<file path="src/rtl/scfifo_showahead_reader.sv">
// Show-ahead FIFO read side to valid/ready stream adapter.
// A two-entry buffer (output register + skid register) keeps fifo_rdreq free of any out_ready path.
module scfifo_showahead_reader #(
  parameter int WIDTH     = 20,
  parameter int CNT_WIDTH = 16
) (
  input  logic                 clock,
  input  logic                 aclr,
  input  logic                 sclr,
  input  logic [WIDTH-1:0]     fifo_q,
  input  logic                 fifo_empty,
  output logic                 fifo_rdreq,
  output logic [WIDTH-1:0]     out_data,
  output logic                 out_valid,
  input  logic                 out_ready,
  output logic [CNT_WIDTH-1:0] xfer_count,
  output logic [CNT_WIDTH-1:0] stall_count
);

  typedef enum logic [1:0] {
    EMPTY = 2'd0,
    ONE   = 2'd1,
    TWO   = 2'd2
  } state_t;

  localparam logic [CNT_WIDTH-1:0] CNT_MAX = '1;

  state_t           state;
  logic [WIDTH-1:0] skid;
  logic             pop;
  logic             take;

  // Popping depends only on registered state, so the skid always has room for a popped word.
  assign fifo_rdreq = ~fifo_empty & (state != TWO);
  assign pop        = fifo_rdreq;
  assign take       = out_valid & out_ready;

  // NOTE: every register here uses <= so all of them sample pre-edge values of each other;
  // the data registers are reset too, since a dropped word must never reappear on out_data.
  always_ff @(posedge clock or posedge aclr) begin
    if (aclr) begin
      state       <= EMPTY;
      out_valid   <= 1'b0;
      out_data    <= '0;
      skid        <= '0;
      xfer_count  <= '0;
      stall_count <= '0;
    end else if (sclr) begin
      state       <= EMPTY;
      out_valid   <= 1'b0;
      out_data    <= '0;
      skid        <= '0;
      xfer_count  <= '0;
      stall_count <= '0;
    end else begin
      case (state)
        EMPTY: begin
          if (pop) begin
            state     <= ONE;
            out_valid <= 1'b1;
            out_data  <= fifo_q;
          end
        end
        ONE: begin
          if (pop && take) begin
            out_data <= fifo_q;
          end else if (pop) begin
            state <= TWO;
            skid  <= fifo_q;
          end else if (take) begin
            state     <= EMPTY;
            out_valid <= 1'b0;
          end
        end
        TWO: begin
          if (take) begin
            state    <= ONE;
            out_data <= skid;
          end
        end
        default: begin
          state     <= EMPTY;
          out_valid <= 1'b0;
        end
      endcase

      if (take) xfer_count <= xfer_count + CNT_WIDTH'(1);
      if (out_valid && !out_ready && stall_count != CNT_MAX)
        stall_count <= stall_count + CNT_WIDTH'(1);
    end
  end

endmodule

</file>
<file path="config.mk">
export PLATFORM = sky130hd
export DESIGN_NAME = scfifo_showahead_reader
export DESIGN_NICKNAME = d
export VERILOG_FILES = /design/src/rtl/scfifo_showahead_reader.sv
export SDC_FILE = /design/constraint.sdc
export NUM_CORES = 1
export LEC_CHECK = 0
export BUFFER_PORTS_ARGS = -buffer_cell sky130_fd_sc_hd__buf_2
export CORE_ASPECT_RATIO = 0.8
export CORE_MARGIN = 8
export CORE_UTILIZATION = 45
export DETAILED_ROUTE_END_ITERATION = 12
export PLACE_DENSITY = 0.67
export SLEW_MARGIN = 10
export SYNTH_ARGS = -nofsm -noshare
export SYNTH_HDL_FRONTEND = slang
export SYNTH_SLANG_ARGS = --single-unit
</file>
<file path="constraint.sdc">
create_clock -name clock -period 5.14 [get_ports clock]
set_input_delay 0.771 -clock clock [delete_from_list [all_inputs] [get_ports clock]]
set_output_delay 0.771 -clock clock [all_outputs]
set_load 0.01 [all_outputs]
</file>
==> impl_metrics.toml <==
[yosys]
synth_common_cells = "dfrtp_1, nand2_1, a21oi_1"
postSynthCellCount = 417
yosysMostFrequentCell = "dfrtp_1"
yosys_most_used_dff = "dfrtp_1"
yosysTopAreaCell = "dfrtp_1"
async_flop_share_pct = 100.0
synth-warning-count = 0
avgSynthCellArea_um2 = 9.743
synth_area_leaders = "dfrtp_1, mux2i_1, nand2_1"
synth_edf_count = 0
syn-cell-area_um2 = 4063
yosysSeqAreaShare_pct = 46.20
yosysTopAreaCellShare_pct = 46.20
ys_seq_elements = 75
synth_fp_nets = 448
synth_cell_types = 58

[clocking]
postCtsSetupRepairBufs = 0
insertion_delay_ns = 0.33
htree_levels = 3
clkSinkCount = 75
cts_tree = "done"
cts_resized = 0
numCtsBuffers = 9
ctsRootBufferMaster = "clkbuf_16"
clock_path_buffers = 2
postCtsHoldBufs = 0
clkTransAtPathRegs_ns = 0.06

[power_and_ir_drop]
ir_worst_vdd_mv = 0.2117
intPower_mw = 1.319
switching_share_pct = 35.00
power_density_nw_per_um2 = 423.5
leakage_nw = 2.227
p_clk_share_pct = 30.5
seqPwrFrac_pct = 39.2
p_sw_mw = 0.7103
comb_power_share_pct = 30.3

[cells_and_area]
stdcell_count = 601
antennaDiodeCount = 0
final_core_util_pct = 53.72
areaGrowthSynthToFinish_pct = 17.96
design_area_um2 = 4792
drive_above_1_share_pct = 24.07
fillCellCount = 860
fin_nets = 512

[die]
dieArea_um2 = 12340
start_util_pct = 45.54
placementRows = 31
dieHeight_um = 101.0
ioPinCount = 79
die_w_um = 122.2
core_area_um2 = 8921

[route]
vias = 3476
via_per_inst = 5.784
wl_per_cell_um = 17.29
dr.pass1.iters = 4
ant_nets = 0
first_iter_violations = 254
drcViolationCount = 0
wirelength_um = 10390

[global_route]
grt.overflow.total = 0
antenna_found_initial = 0
grt_max_degree = 56
grt_use_total_pct = 17.32
grt_first_pass_wirelength_um = 17030
grt_pass1_vias = 3274

[worst_setup_path]
worst-path-buf-inv = 1
r2r_slack_ns = 2.54
critPathLaunchType = "flip-flop"
worstPathArrival_ns = 2.81
critPathSlowestCell = "a21oi_4"
crit_path_cell_trace = "inv_1 -> ha_1 -> a21bo_1 -> a21oi_4 -> nor3_1 -> a221o_1"
crit_required_ns = 5.35
end_kind = "flip-flop"
crit_family = "compound AO/OA/AOI/OAI gates"
path_max_fanout = 43
worstSetupPathType = "reg2reg"
cp_slowest_stage_delay_ns = 0.84

[timing]
slew_headroom_pct = 28.82
finalSetupViolCount = 0
fin_worst_skew_ns = 0.005198
tns_ns = 0
layout_min_cycle_time_ns = 2.597
hold_viol_final = 0
fmax_ghz = 0.3850
period_share_pct = 50.53
drv_slew = 0
worst_pin_slew_ns = 1.065
fin_ws_ns = 2.543
rsz0062_at_grt = "false"

[place]
place.gp.congestion = 0.7747
io_buffers = 78
dp_hpwl_um = 7045
place_worst_setup_slack_ns = 2.440
placed_cell_area_um2 = 4498
place_inst = 585

[outcome]
outcome = "finished, final reports clean"

[run]
cap_violations = 0

[worst_hold_path]
min_path_type = "reg2reg"
[worst paths after layout]
path / startpoint / end / cells past startpoint
worst max-delay path: state[0] / out_data[5] / 6
worst min-delay path: skid[0] / skid[0] / 2
worst max register to register: state[0] / out_data[5] / 6
worst min register to register: skid[0] / skid[0] / 2
max in group asynchronous: aclr / skid[18] / 3
min in group asynchronous: aclr / out_data[6] / 2
[power groups by stage]
| stage | clock (mW) | combinational, mW | sequential, mW |
|---|---|---|---|
| 6_report | 0.619 | 0.614 | 0.796 |
| 3_5_place_dp | 0 | 0.615 | 0.806 |
| 3_3_place_gp | 0 | 0.591 | 0.799 |
| 4_1_cts | 0.636 | 0.619 | 0.796 |
| 5_1_grt | 0.664 | 0.676 | 0.816 |
| 2_1_floorplan | 0 | 0.393 | 0.818 |
[routing by layer]
metal	global-route usage (%)	routed length (µm)	up-vias
li1	-	-	1676
met2	25.88	4746	96
met1	23.64	4737	1695
met3	4.703	793	9
met4	5.701	114	0
met5	0	0	-
[worst min-delay path, cell delays in order (launching register included)]
cell and delay, ns:
dfrtp_1 0.37, nand2_1 0.05, a21oi_1 0.05
[state kept, by name (all words and copies together), names as in the netlist]
name / flops
out_data: 20
out_valid: 1
skid: 20
stall_count: 16
state: 2
xfer_count: 16
[cell usage in the layout, fill, tap and decap left out, types with 2 or more instances in the layout]
cell / synthesis / final
o21ai_0: 3 / 3
buf_2: 9 / 78
nand2_1: 53 / 53
nor3_1: 24 / 24
and3_1: 22 / 22
buf_4: 1 / 6
or3_1: 2 / 2
xor2_1: 6 / 6
a211oi_2: 2 / 2
o211ai_1: 2 / 2
nand4_2: 2 / 2
ha_1: 6 / 6
clkinv_2: 0 / 3
or4_1: 7 / 7
clkbuf_16: 0 / 9
inv_1: 8 / 7
and4_1: 4 / 4
a21oi_1: 31 / 31
o21ai_1: 2 / 2
o31ai_1: 7 / 7
nor2_1: 20 / 20
nand4_1: 12 / 12
mux2_1: 3 / 3
nor2b_1: 3 / 3
nor3_2: 2 / 2
dfrtp_1: 75 / 75
clkinvlp_4: 0 / 2
nor4_1: 5 / 5
xnor2_1: 6 / 6
nand3_1: 11 / 11
mux2i_1: 21 / 21
o2111ai_1: 2 / 2
a221o_1: 19 / 19
and2_1: 2 / 2
nor4_2: 2 / 2
[metrics by stage]
step	hold WS (ns)	power, mW
finish	0.5216	2.030
global route	0.5360	2.156
detailed placement	0.5151	1.420
global placement	0.5084	1.390
floorplan	0.5010	1.210
CTS	0.5235	2.051
[kinds of logic after synthesis]
| kind of cell | Yosys count | share of synthesized area, % |
|---|---|---|
| and+or+nand+nor | 180 | 24.24 |
| AOI/OAI and AO/OA | 80 | 14.60 |
| DFF | 75 | 46.20 |
| buffers and inverters | 40 | 4.527 |
| muxes | 24 | 6.005 |
| xor gates and xnor gates | 12 | 2.587 |
| adders and majority gates | 6 | 1.848 |
[final cells by class]
| type | count | area (µm²) | share of cell area, % |
|---|---|---|---|
| clock inverter | 7 | 68.82 | 1.436 |
| inverter | 9 | 33.78 | 0.7050 |
| timing repair buffer | 84 | 435.4 | 9.086 |
| clock buffer | 9 | 225.2 | 4.700 |
| multi-input combinational | 302 | 2008 | 41.91 |
| tap | 115 | 143.9 | 3.003 |
| sequential | 75 | 1877 | 39.16 |
Power figures use the tool's default switching activity.
